$ cat src/rtl/rx_decoder_8b10b_if.sv
// Symbol-side bus of the 8b/10b receive decoder: deserializer input and decoded
// byte/status output toward the RX elastic buffer.
interface rx_decoder_8b10b_if;
    logic [9:0] RxParallel_10;
    logic       RxValid_10;
    logic [7:0] RxParallel_8;
    logic       RxDataK;
    logic       RxValid_8;
    logic       DecodeError;
    logic       DisparityError;
    logic       CommaDetect;
    logic       Synced;

    modport master (
        output RxParallel_10, RxValid_10,
        input  RxParallel_8, RxDataK, RxValid_8, DecodeError, DisparityError,
               CommaDetect, Synced
    );

    modport slave (
        input  RxParallel_10, RxValid_10,
        output RxParallel_8, RxDataK, RxValid_8, DecodeError, DisparityError,
               CommaDetect, Synced
    );
endinterface

$ cat src/rtl/rx_decoder_8b10b.sv
// 8b/10b receive decoder: symbol capture, table decode with running-disparity
// check, and a comma-driven LOS/ACQ/SYNC link-sync state machine.
module rx_decoder_8b10b #(
    parameter int SYNC_COMMAS = 3,
    parameter int ERR_LIMIT   = 4,
    parameter int GOOD_RUN    = 4
) (
    input logic BitCLK_10,
    input logic Reset,
    rx_decoder_8b10b_if.slave rx
);
    localparam int CW = $clog2(SYNC_COMMAS) + 1;
    localparam int EW = $clog2(ERR_LIMIT) + 1;
    localparam int GW = $clog2(GOOD_RUN) + 1;

    typedef enum logic [1:0] {ST_LOS, ST_ACQ, ST_SYNC} state_t;

    // 6b abcdei -> {valid, EDCBA}; K28 patterns decode as x = 28 here.
    function automatic logic [5:0] dec6(input logic [5:0] s);
        logic [4:0] x;
        logic       ok;
        ok = 1'b1;
        x  = 5'd0;
        case (s)
            6'b100111, 6'b011000: x = 5'd0;
            6'b011101, 6'b100010: x = 5'd1;
            6'b101101, 6'b010010: x = 5'd2;
            6'b110001:            x = 5'd3;
            6'b110101, 6'b001010: x = 5'd4;
            6'b101001:            x = 5'd5;
            6'b011001:            x = 5'd6;
            6'b111000, 6'b000111: x = 5'd7;
            6'b111001, 6'b000110: x = 5'd8;
            6'b100101:            x = 5'd9;
            6'b010101:            x = 5'd10;
            6'b110100:            x = 5'd11;
            6'b001101:            x = 5'd12;
            6'b101100:            x = 5'd13;
            6'b011100:            x = 5'd14;
            6'b010111, 6'b101000: x = 5'd15;
            6'b011011, 6'b100100: x = 5'd16;
            6'b100011:            x = 5'd17;
            6'b010011:            x = 5'd18;
            6'b110010:            x = 5'd19;
            6'b001011:            x = 5'd20;
            6'b101010:            x = 5'd21;
            6'b011010:            x = 5'd22;
            6'b111010, 6'b000101: x = 5'd23;
            6'b110011, 6'b001100: x = 5'd24;
            6'b100110:            x = 5'd25;
            6'b010110:            x = 5'd26;
            6'b110110, 6'b001001: x = 5'd27;
            6'b001110, 6'b001111, 6'b110000: x = 5'd28;
            6'b101110, 6'b010001: x = 5'd29;
            6'b011110, 6'b100001: x = 5'd30;
            6'b101011, 6'b010100: x = 5'd31;
            default:              ok = 1'b0;
        endcase
        return {ok, x};
    endfunction

    // Data 4b fghj -> {valid, alt7, HGF}.
    function automatic logic [4:0] dec4(input logic [3:0] f);
        logic [2:0] y;
        logic       ok;
        logic       alt;
        ok  = 1'b1;
        alt = 1'b0;
        y   = 3'd0;
        case (f)
            4'b1011, 4'b0100: y = 3'd0;
            4'b1001:          y = 3'd1;
            4'b0101:          y = 3'd2;
            4'b1100, 4'b0011: y = 3'd3;
            4'b1101, 4'b0010: y = 3'd4;
            4'b1010:          y = 3'd5;
            4'b0110:          y = 3'd6;
            4'b1110, 4'b0001: y = 3'd7;
            4'b0111, 4'b1000: begin y = 3'd7; alt = 1'b1; end
            default:          ok = 1'b0;
        endcase
        return {ok, alt, y};
    endfunction

    // K28 4b, normalised to the form that follows 110000.
    function automatic logic [3:0] deck28(input logic [3:0] f);
        logic [2:0] y;
        logic       ok;
        ok = 1'b1;
        y  = 3'd0;
        case (f)
            4'b1011: y = 3'd0;
            4'b0110: y = 3'd1;
            4'b1010: y = 3'd2;
            4'b1100: y = 3'd3;
            4'b1101: y = 3'd4;
            4'b0101: y = 3'd5;
            4'b1001: y = 3'd6;
            4'b0111: y = 3'd7;
            default: ok = 1'b0;
        endcase
        return {ok, y};
    endfunction

    logic [9:0] sym_reg;
    logic       sym_valid_reg;

    always_ff @(posedge BitCLK_10 or negedge Reset) begin
        if (!Reset) begin
            sym_reg       <= '0;
            sym_valid_reg <= 1'b0;
        end else begin
            sym_valid_reg <= rx.RxValid_10;
            if (rx.RxValid_10) sym_reg <= rx.RxParallel_10;
        end
    end

    logic [5:0] six;
    logic [3:0] four;
    logic [5:0] d6;
    logic [4:0] d4;
    logic [3:0] k4;
    logic       is_k28;
    logic       code_ok;
    logic       dec_k;
    logic [7:0] dec_byte;
    logic       comma;
    logic       pos6, neg6, pos4, neg4;
    logic       rd_reg, rd_mid, rd_next;
    logic       disp_err;

    assign six    = sym_reg[9:4];
    assign four   = sym_reg[3:0];
    assign d6     = dec6(six);
    assign d4     = dec4(four);
    assign is_k28 = (six == 6'b001111) || (six == 6'b110000);
    assign k4     = deck28((six == 6'b110000) ? four : ~four);

    always_comb begin
        code_ok  = 1'b0;
        dec_k    = 1'b0;
        dec_byte = {d4[2:0], d6[4:0]};
        comma    = 1'b0;
        if (is_k28) begin
            code_ok  = k4[3];
            dec_k    = 1'b1;
            dec_byte = {k4[2:0], 5'd28};
            comma    = k4[3] && ((k4[2:0] == 3'd1) || (k4[2:0] == 3'd5) || (k4[2:0] == 3'd7));
        end else if (d6[5] && d4[4]) begin
            if (!d4[3]) begin
                code_ok = 1'b1;
            end else if ((d6[4:0] == 5'd23) || (d6[4:0] == 5'd27) ||
                         (d6[4:0] == 5'd29) || (d6[4:0] == 5'd30)) begin
                code_ok = 1'b1;
                dec_k   = 1'b1;
            end else if (four == 4'b0111) begin
                code_ok = (d6[4:0] == 5'd17) || (d6[4:0] == 5'd18) || (d6[4:0] == 5'd20);
            end else begin
                code_ok = (d6[4:0] == 5'd11) || (d6[4:0] == 5'd13) || (d6[4:0] == 5'd14);
            end
        end
    end

    // RD encoding: 1 = positive, 0 = negative. Sub-blocks checked 6b then 4b.
    always_comb begin
        pos6     = ($countones(six) == 4) || (six == 6'b000111);
        neg6     = ($countones(six) == 2) || (six == 6'b111000);
        pos4     = ($countones(four) == 3) || (four == 4'b0011);
        neg4     = ($countones(four) == 1) || (four == 4'b1100);
        rd_mid   = pos6 ? 1'b1 : (neg6 ? 1'b0 : rd_reg);
        rd_next  = pos4 ? 1'b1 : (neg4 ? 1'b0 : rd_mid);
        disp_err = (pos6 && rd_reg) || (neg6 && !rd_reg) ||
                   (pos4 && rd_mid) || (neg4 && !rd_mid);
    end

    logic [7:0] byte_reg;
    logic       k_reg, valid_reg, dec_err_reg, disp_err_reg, comma_reg;

    always_ff @(posedge BitCLK_10 or negedge Reset) begin
        if (!Reset) begin
            byte_reg     <= '0;
            k_reg        <= 1'b0;
            valid_reg    <= 1'b0;
            dec_err_reg  <= 1'b0;
            disp_err_reg <= 1'b0;
            comma_reg    <= 1'b0;
            rd_reg       <= 1'b0;
        end else begin
            valid_reg <= sym_valid_reg;
            if (sym_valid_reg) begin
                byte_reg     <= code_ok ? dec_byte : 8'hFE;
                k_reg        <= code_ok ? dec_k : 1'b1;
                dec_err_reg  <= !code_ok;
                disp_err_reg <= disp_err;
                comma_reg    <= comma;
                rd_reg       <= rd_next;
            end else begin
                dec_err_reg  <= 1'b0;
                disp_err_reg <= 1'b0;
                comma_reg    <= 1'b0;
            end
        end
    end

    state_t        state_reg, state_next;
    logic [CW-1:0] comma_cnt_reg, comma_cnt_next, comma_inc;
    logic [EW-1:0] err_cnt_reg, err_cnt_next, err_inc;
    logic [GW-1:0] good_cnt_reg, good_cnt_next, good_inc;
    logic          synced_reg, synced_next;
    logic          sym_bad, good_comma;

    assign sym_bad    = !code_ok || disp_err;
    assign good_comma = comma && !sym_bad;
    assign comma_inc  = (comma_cnt_reg == {CW{1'b1}}) ? comma_cnt_reg : comma_cnt_reg + 1'b1;
    assign err_inc    = (err_cnt_reg == {EW{1'b1}}) ? err_cnt_reg : err_cnt_reg + 1'b1;
    assign good_inc   = (good_cnt_reg == {GW{1'b1}}) ? good_cnt_reg : good_cnt_reg + 1'b1;

    always_ff @(posedge BitCLK_10 or negedge Reset) begin
        if (!Reset) begin
            state_reg     <= ST_LOS;
            comma_cnt_reg <= '0;
            err_cnt_reg   <= '0;
            good_cnt_reg  <= '0;
            synced_reg    <= 1'b0;
        end else begin
            state_reg     <= state_next;
            comma_cnt_reg <= comma_cnt_next;
            err_cnt_reg   <= err_cnt_next;
            good_cnt_reg  <= good_cnt_next;
            synced_reg    <= synced_next;
        end
    end

    always_comb begin
        state_next     = state_reg;
        comma_cnt_next = comma_cnt_reg;
        err_cnt_next   = err_cnt_reg;
        good_cnt_next  = good_cnt_reg;
        if (sym_valid_reg) begin
            case (state_reg)
                ST_LOS: begin
                    if (good_comma) begin
                        if (SYNC_COMMAS <= 1) begin
                            state_next    = ST_SYNC;
                            err_cnt_next  = '0;
                            good_cnt_next = '0;
                        end else begin
                            state_next     = ST_ACQ;
                            comma_cnt_next = CW'(1);
                        end
                    end
                end
                ST_ACQ: begin
                    if (sym_bad) begin
                        state_next     = ST_LOS;
                        comma_cnt_next = '0;
                    end else if (good_comma) begin
                        if (comma_inc >= CW'(SYNC_COMMAS)) begin
                            state_next     = ST_SYNC;
                            comma_cnt_next = '0;
                            err_cnt_next   = '0;
                            good_cnt_next  = '0;
                        end else begin
                            comma_cnt_next = comma_inc;
                        end
                    end
                end
                ST_SYNC: begin
                    if (sym_bad) begin
                        good_cnt_next = '0;
                        if (err_inc >= EW'(ERR_LIMIT)) begin
                            state_next     = ST_LOS;
                            err_cnt_next   = '0;
                            comma_cnt_next = '0;
                        end else begin
                            err_cnt_next = err_inc;
                        end
                    end else if (good_inc >= GW'(GOOD_RUN)) begin
                        good_cnt_next = '0;
                        err_cnt_next  = (err_cnt_reg == '0) ? err_cnt_reg : err_cnt_reg - 1'b1;
                    end else begin
                        good_cnt_next = good_inc;
                    end
                end
                default: state_next = ST_LOS;
            endcase
        end
    end

    always_comb begin
        synced_next = (state_next == ST_SYNC);
    end

    assign rx.RxParallel_8   = byte_reg;
    assign rx.RxDataK        = k_reg;
    assign rx.RxValid_8      = valid_reg;
    assign rx.DecodeError    = dec_err_reg;
    assign rx.DisparityError = disp_err_reg;
    assign rx.CommaDetect    = comma_reg;
    assign rx.Synced         = synced_reg;
endmodule
$ cat src/flat_wrapper.sv
// flat-port wrapper written by rule: the top's interface ports become plain ports
module rx_decoder_8b10b_flat 
#(
    parameter int SYNC_COMMAS = 3,
    parameter int ERR_LIMIT   = 4,
    parameter int GOOD_RUN    = 4
)
  (BitCLK_10, Reset, rx_RxParallel_10, rx_RxValid_10, rx_RxParallel_8, rx_RxDataK, rx_RxValid_8, rx_DecodeError, rx_DisparityError, rx_CommaDetect, rx_Synced);
  rx_decoder_8b10b_if rx_i ();
  input logic BitCLK_10;
  input logic Reset;
  input wire logic [$bits(rx_i.RxParallel_10)-1:0] rx_RxParallel_10;
  input wire logic [$bits(rx_i.RxValid_10)-1:0] rx_RxValid_10;
  output wire logic [$bits(rx_i.RxParallel_8)-1:0] rx_RxParallel_8;
  output wire logic [$bits(rx_i.RxDataK)-1:0] rx_RxDataK;
  output wire logic [$bits(rx_i.RxValid_8)-1:0] rx_RxValid_8;
  output wire logic [$bits(rx_i.DecodeError)-1:0] rx_DecodeError;
  output wire logic [$bits(rx_i.DisparityError)-1:0] rx_DisparityError;
  output wire logic [$bits(rx_i.CommaDetect)-1:0] rx_CommaDetect;
  output wire logic [$bits(rx_i.Synced)-1:0] rx_Synced;
  assign rx_i.RxParallel_10 = rx_RxParallel_10;
  assign rx_i.RxValid_10 = rx_RxValid_10;
  assign rx_RxParallel_8 = rx_i.RxParallel_8;
  assign rx_RxDataK = rx_i.RxDataK;
  assign rx_RxValid_8 = rx_i.RxValid_8;
  assign rx_DecodeError = rx_i.DecodeError;
  assign rx_DisparityError = rx_i.DisparityError;
  assign rx_CommaDetect = rx_i.CommaDetect;
  assign rx_Synced = rx_i.Synced;
  rx_decoder_8b10b #(.SYNC_COMMAS(SYNC_COMMAS), .ERR_LIMIT(ERR_LIMIT), .GOOD_RUN(GOOD_RUN)) u_core (.BitCLK_10(BitCLK_10), .Reset(Reset), .rx(rx_i));
endmodule
$ cat config.mk
export PLATFORM = sky130hd
export DESIGN_NAME = rx_decoder_8b10b_flat
export DESIGN_NICKNAME = d
export VERILOG_FILES = /design/src/rtl/rx_decoder_8b10b_if.sv /design/src/rtl/rx_decoder_8b10b.sv /design/src/flat_wrapper.sv
export SDC_FILE = /design/constraint.sdc
export NUM_CORES = 1
export LEC_CHECK = 0
export ABC_AREA = 1
export CAP_MARGIN = 20
export CORE_ASPECT_RATIO = 0.7
export CORE_MARGIN = 2
export CORE_UTILIZATION = 45
export CTS_BUF_LIST = sky130_fd_sc_hd__clkbuf_4 sky130_fd_sc_hd__clkbuf_8
export DETAILED_ROUTE_END_ITERATION = 10
export PLACE_DENSITY = 0.66
export SLEW_MARGIN = 40
export SYNTH_ARGS = -nofsm -noshare
export SYNTH_HDL_FRONTEND = slang
export SYNTH_SLANG_ARGS = --single-unit
$ cat constraint.sdc
create_clock -name BitCLK_10 -period 6.3 [get_ports BitCLK_10]
set_input_delay 0.945 -clock BitCLK_10 [delete_from_list [all_inputs] [get_ports BitCLK_10]]
set_output_delay 0.945 -clock BitCLK_10 [all_outputs]
set_load 0.01 [all_outputs]
# After elaboration in Yosys (flattened, before gate mapping)

Cells that the tools add are included.

Register bits after elaboration: 37
Word-level logic and storage cells: 246

Add/subtract/negate cells: 12
Magnitude comparators: 3
Eq/ne operators: 102
Mux-type cells: 57
Bitwise gates (word level): 1
Reductions and logical operators: 57

Operator list:

| kind                  | number |
|---|---|
| $pmux W5 S31          | 1 |
| $eq A6 B6 Y1 const B  | 24 |
| $add A32 B32 Y32      | 3 |
| $eq A6 B5 Y1 const B  | 14 |
| $eq A32 B3 Y1 const B | 2 |
| $mux W3               | 18 |
| $eq A4 B4 Y1 const B  | 12 |
| $reduce_or A48 Y1     | 1 |
| $eq A6 B4 Y1 const B  | 7 |
| $pmux W3 S7           | 2 |
| $eq A5 B5 Y1 const B  | 7 |
| $eq A32 B2 Y1 const B | 1 |
| $eq A32 B4 Y1 const B | 1 |
| $reduce_or A2 Y1      | 16 |
| $eq A4 B3 Y1 const B  | 7 |
| $mux W1               | 22 |
| $eq A6 B3 Y1 const B  | 3 |
| $logic_or A1 B1 Y1    | 18 |
| $mux W8               | 2 |
| $eq A3 B3 Y1 const B  | 5 |
| $eq A5 B4 Y1 const B  | 3 |
| $mux W2               | 7 |
| $reduce_or A14 Y1     | 1 |
| $pmux W3 S2           | 2 |
| other kinds (30)      | 53 |

# Logic depth before layout (Yosys ltp)

Word-level depth: 20
Depth in mapped cells: 24
Mapped depth without buffers: 23

# Least setup slack after synthesis

OpenSTA, ideal clock, no wires.

Kind: register -> register
Start: register u_core.sym_reg[4]
End: register u_core.err_cnt_reg[2]
Setup time: 122 ps
Arrival: 2,925 ps
Data required time: 6,178 ps
Path slack: 3,253 ps
Cell stages (with the launch flop): 20
Path through: dfrtp_1 inv_1 ha_1 inv_1 fa_1 inv_1 ha_1 inv_1 ha_1 nand3_1 nand2_1 a21o_1 nor3_2 nand4_1 nand2_1 nand4_2 inv_2 nand2_2 nand2_1 o21ai_1

Word-level cells in the longest chain between the ends: 17

Ends and longest elaborated chain:

| what                                                      | RTL line                | source |
|---|---|---|
| start: declaration                                        | rx_decoder_8b10b.sv:105 | `logic [9:0] sym_reg;` |
| start signal: assignment                                  | rx_decoder_8b10b.sv:114 | `if (rx.RxValid_10) sym_reg <= rx.RxParallel_10;` |
| branches (longest 17 deep; another with $add A32 B32 Y32) | n/a                     |  |
| end signal: assignment                                    | rx_decoder_8b10b.sv:228 | `err_cnt_reg <= err_cnt_next;` |
| end: declaration                                          | rx_decoder_8b10b.sv:207 | `logic [EW-1:0] err_cnt_reg, err_cnt_next, err_inc;` |

Parallel ways; which one is timed is not known.
A chain may end at the register's enable or synchronous reset.

# Worst setup path after layout

Start: register u_core.sym_reg[8]
End: register u_core.err_cnt_reg[0]

Word-level cells in the longest chain between the ends: 17

Ends and longest elaborated chain:

| what |
|---|
| branches (longest 17 deep; another with $add A32 B32 Y32) |

Parallel ways; which one is timed is not known.

==> impl_metrics.json <==
{
  "fmaxAchievable_mhz": 280,
  "io_pins": 27,
  "fin_total_pwr_uw": 869,
  "synth_edf_count": 0,
  "reg2reg_slack_ns": 2.73,
  "num_vias": 3302,
  "cp_data_required_time_ns": 6.49,
  "multiInputGateArea_um2": 2320,
  "synthAdderAreaFrac": 0.128,
  "initial_core_util": 0.467,
  "ant_nets": 0,
  "avgViaCountPerCell": 5.26,
  "clk_pin_slew_ns": 0.08,
  "crit_fanout": 12,
  "die_area_um2": 8950,
  "max_stage_delay_ns": 0.54,
  "ys_types": 41,
  "grt_pass1_vias": 3061,
  "grt-busiest-layer": "met1",
  "post_synth_and_or_nand_nor_area_fraction": 0.387,
  "numClockSinks": 37,
  "row_count": 27,
  "status": "finished, final reports clean",
  "syn_inst": 510,
  "gr-usage-all-layers": 0.203,
  "worst_clock_skew_ns": 0.00234,
  "wl_um": 8460,
  "syn_nets": 559,
  "place.port_buffers": 26,
  "hpwl_um": 6630,
  "cts_tree": "done",
  "crit_slowest_cell": "ha_1",
  "netlist_area_um2": 3690,
  "num-fill-cells": 792,
  "largest_reg_flops": 10,
  "leakagePower_nw": 2.12,
  "hold_viol_final": 0,
  "clkLatencyLatePin_ns": 0.30,
  "firstDrtPassIters": 7,
  "grt_pass1_wl_um": 14700,
  "async_flop_share": 1.00,
  "cts-buffers-inserted": 5,
  "antenna_found_initial": 0,
  "path_cells": "ha_1, fa_1, ha_1, inv_1, ha_1, nand3_1, nand2_1, a21o_1, nor3_2, nand4_1, nand2_1, nand4_2, inv_2, nand2_2, nand2_1, o21ai_1",
  "relSlewSlack": 0.574,
  "grtUsageMet2": 0.289,
  "worst_slew_pin_slew_ns": 0.639,
  "finalCriticalPeriod_ns": 3.57,
  "finish.instance_area_um2": 4010,
  "grt_max_degree": 38,
  "syn_avg_cell_area_um2": 7.23,
  "endpoint_kind": "flip-flop",
  "seq_area_frac_synth": 0.251,
  "area_delta_synth_final_pct": 8.72,
  "use_met1": 0.305,
  "startpoint_type": "flip-flop",
  "die_y_um": 79.8,
  "placeableCoreArea_um2": 7910,
  "layout_common_cells": "97 x nand2_1, 71 x inv_1, 56 x nor2_1",
  "drtIter0Drc": 251,
  "drc": 0,
  "seqCellArea_um2": 926,
  "die_w_um": 112,
  "gp_congestion": 0.975,
  "n_antenna_cell": 0,
  "ctsResizeCount": 0,
  "crit_arrival_ns": 3.76,
  "cap_violations": 0,
  "clockBufferDepth": 2,
  "muxShareOfSynthArea": 0.00305,
  "h-tree-depth": 2,
  "path_class": "flip-flop to flip-flop",
  "met3_usage": 0.0471,
  "dpl_cell_area_um2": 3920,
  "drive_gt1_frac": 0.144,
  "yosysWarnings": 0,
  "synthFlopType": "dfrtp_1",
  "synth_compound_area_frac": 0.0892,
  "synth-seq-cells": 37,
  "grt_overflow": 0,
  "ctsHoldBuffers": 0,
  "synth_top_family_by_area": "simple AND/OR/NAND/NOR gates",
  "post_cts_buffers": 0,
  "hold_class": "flip-flop to flip-flop",
  "final_max_slew_viol_count": 0,
  "fin_crit_sh": 0.567,
  "p_per_area_nw_per_um2": 217,
  "layout_commonest_cell": "nand2_1",
  "peakVddDrop_mv": 0.0975,
  "routedWlPerCell_um": 13.5,
  "tns_ns": 0,
  "grt_setup_unrepaired": "no",
  "layout.nets": 575,
  "setup_viol": 0,
  "synth_xor_area_frac": 0.0204,
  "root_buffer": "clkbuf_8"
}
logic make-up after synthesis:
family / after synthesis
and+or+nand+nor: 277
muxes: 1
DFF: 37
AOI/OAI and AO/OA: 57
buffers and inverters: 96
adders and majority gates: 36
xor gates and xnor gates: 6
cell usage after synthesis (5+ instances only):
library cell  count  share of area
buf_6            11          0.034
nand2_2          12          0.020
ha_1             33           0.11
inv_1            71          0.072
nor2_4            7          0.021
nand4_1           8          0.014
nand2_1          97          0.099
nor3_1            5         0.0068
o21ai_1          10          0.014
nor2_2            5         0.0085
nand3_1          54          0.073
nor2_1           56          0.057
a21oi_1          15          0.020
inv_2             8         0.0081
o21ai_0          17          0.023
nand3_2          18          0.049
dfrtp_1          37           0.25
routing by layer:
layer / share of wire / wire, µm / up-vias
li1: - / - / 1668
met1: 0.51 / 4330 / 1518
met2: 0.40 / 3400 / 101
met3: 0.070 / 596 / 15
met4: 0.015 / 129 / 0
met5: 0 / 0 / -
metrics by stage:
stage	cells	utilization	setup WS, ns	hold WS (ns)
after floorplan	510	-	3.25	0.409
after global placement	620	0.496	2.90	0.466
after detailed placement	620	0.496	2.76	0.474
after CTS	628	0.507	2.75	0.487
after global routing	628	0.507	2.38	0.514
final	628	0.507	2.73	0.486
layout make-up:
class / instances / share of cell area
multi-input combinational: 377 / 0.578
sequential: 37 / 0.231
clock inverter: 3 / 0.00437
timing repair buffer: 26 / 0.0643
inverter: 79 / 0.0739
tap: 101 / 0.0315
clock buffer: 5 / 0.0172
report_power, final:
part	internal (mW)	switching (mW)	leakage, nW
Clock	0.0764	0.0925	0.0439
Sequential	0.270	0.0235	0.460
Combinational	0.156	0.250	1.62
Total	0.502	0.366	2.12
final timing paths:
check | depth (start not counted) | start | endpoint
min in group asynchronous | 1 | Reset | u_core.sym_reg[7]
setup reg to reg | 16 | u_core.sym_reg[8] | u_core.err_cnt_reg[0]
hold / removal | 2 | u_core.rx.RxParallel_8[3] | u_core.rx.RxParallel_8[3]
setup / recovery | 16 | u_core.sym_reg[8] | u_core.err_cnt_reg[0]
hold reg to reg | 2 | u_core.rx.RxParallel_8[3] | u_core.rx.RxParallel_8[3]
max in group asynchronous | 1 | Reset | u_core.rx.Synced
worst max-delay path: cells and delay by family, from the launching register on:
| kind | cells | cell delay [ns] |
|---|---|---|
| flops | 1 | 0.38 |
| buf+inv | 2 | 0.16 |
| compound gates | 2 | 0.25 |
| fa+ha+maj | 4 | 1.47 |
| simple gates | 8 | 1.20 |
Power figures use the tool's default switching activity.
==> edit: new RTL, same settings <==
`SYNC_COMMAS` is set to 3 in 2 places; all go to 6.
--- a/src/rtl/rx_decoder_8b10b.sv
+++ b/src/rtl/rx_decoder_8b10b.sv
@@ -2,5 +2,5 @@
 // check, and a comma-driven LOS/ACQ/SYNC link-sync state machine.
 module rx_decoder_8b10b #(
-    parameter int SYNC_COMMAS = 3,
+    parameter int SYNC_COMMAS = 6,
     parameter int ERR_LIMIT   = 4,
     parameter int GOOD_RUN    = 4
--- a/src/flat_wrapper.sv
+++ b/src/flat_wrapper.sv
@@ -2,5 +2,5 @@
 module rx_decoder_8b10b_flat 
 #(
-    parameter int SYNC_COMMAS = 3,
+    parameter int SYNC_COMMAS = 6,
     parameter int ERR_LIMIT   = 4,
     parameter int GOOD_RUN    = 4
Behaviour: not the same (a bounded check fails within 10 cycles, from zero or initial values and one cycle with Reset low).
==> edit against the unedited design <==
Sequential cell count rose by 1. Fmax decreased by 4.1%. Utilization hardly changed. Routed wire length is 6.2% lower. Synthesized area is 0.64% lower. Total power is 3.1% higher. First-iteration DRC count shrank 7.2%. Final area shrank 0.34%. Setup slack got worse by 0.15 ns. Critical path depth increased by 1.
==> edit: results (changes against the unedited design) <==
[global_routing]
grt_util_met2_pct = 27.4  ; -1.5 points
grt_pass1_wl_um = 13600  ; -7.9%
met3_usage_pct = 2.96  ; -1.7 points
grtUsageTotal_pct = 18.8  ; -1.5 points
grt_max_degree = 39  ; +2.6%
use_met1_pct = 29.0  ; -1.5 points
first_global_vias = 2885  ; -5.7%

[timing]
max_freq_mhz = 269  ; -4.1%
worst_slew_pin_slew_ns = 0.672  ; +0.0335 ns
clock-skew-final_ns = 0.00749  ; +0.00515 ns
holdWs_ns = 0.491  ; +0.00491 ns

[place]
placed_cell_area_mm2 = 0.00390  ; -0.57%
place.gp.congestion = 0.911  ; -6.5%
hpwl_um = 6360  ; -4.0%
port_buffers = 26  ; unchanged
place_ws_ns = 2.60  ; -0.159 ns
place_inst = 622  ; +0.32%

[clock_tree]
post_cts_buffers = 0  ; unchanged
clock_path_buffers = 2  ; unchanged
cts-root-buf = clkbuf_8
cts_buffers = 5  ; unchanged
htreeDepth = 2  ; unchanged

[hold_path]
hp-class = register to register
min_from = u_core.rx.RxParallel_8[2]$_DFFE_PN0P_
hold_end = u_core.rx.RxParallel_8[2]$_DFFE_PN0P_

[worst_setup_path]
cpMaxStageDelayCell = a2111oi_4
arrival_ns = 3.96  ; +0.20 ns
cp.depth = 17  ; +1
critPathMaxStageDelay_ns = 0.65  ; +0.11 ns

[logic_synthesis]
synthTopCellsByArea = dfrtp_1 (26%), ha_1 (12%), nand2_1 (11%)
synth_cell_type_count = 45  ; +9.8%
synth_xor_xnor_area_share_pct = 2.01  ; -0.021 points
synth_compound_area_share_pct = 10.3  ; +1.4 points
syn-num-nets = 562  ; +0.54%
synthMuxAreaShare_pct = 0.273  ; -0.032 points
yosysSeqAreaShare_pct = 25.9  ; +0.85 points
synth.top_cells.by_count = nand2_1 (111), inv_1 (73), nand3_1 (63), nor2_1 (53), dfrtp_1 (38)
synth-adder-area-share_pct = 13.2  ; +0.42 points
synth_area_per_cell_um2 = 7.16  ; -1.0%

[route]
vias = 3245  ; -1.7%
wl_per_cell_um = 12.6  ; -6.5%
firstDrtPassIters = 5  ; -2
vias_per_cell = 5.15  ; -2.0%
drtIter0Drc = 233  ; -7.2%

[power]
p_leak_nw = 2.06  ; -2.8%
vdd_ir_drop_max_mv = 0.119  ; +22%

[layout]
layout-drive-gt1-share_pct = 10.8  ; -3.6 points
largest_reg_flops = 10  ; unchanged
nNetsFinal = 578  ; +0.52%

[run_status]
status = finished, final reports clean

==> edit: cell count changes in the layout (fill, tap and decap cells not counted), moves of 4 or more <==
cell     before  now
nand2_1      97  111
nor2_4        7    2
o21ai_0      17   21
nand3_1      54   63
nand2_2      12    8
nand3_2      18    9
==> edit: metal layers <==
| metal | routed length [µm] | vias up | share of wire (%) |
|---|---|---|---|
| li1 | - | 1678 | - |
| met1 | 4350 | 1449 | 55 |
| met2 | 3070 | 105 | 39 |
| met3 | 433 | 13 | 5.5 |
| met4 | 85 | 0 | 1.1 |
| met5 | 0 | - | 0 |
==> edit: area by class of cell <==
class,count,area (µm²)
multi-input combinational,379,2270
clock inverter,1,5.00
fill,771,3870
clock buffer,7,90.1
timing repair buffer,26,258
tap,101,126
sequential,38,951
inverter,78,293
==> edit: power by group <==
group / switching (mW) / internal [mW] / total (mW)
sequential: 0.0314 / 0.278 / 0.309
combinational: 0.250 / 0.160 / 0.410
clock: 0.0841 / 0.0926 / 0.177
total: 0.365 / 0.530 / 0.895
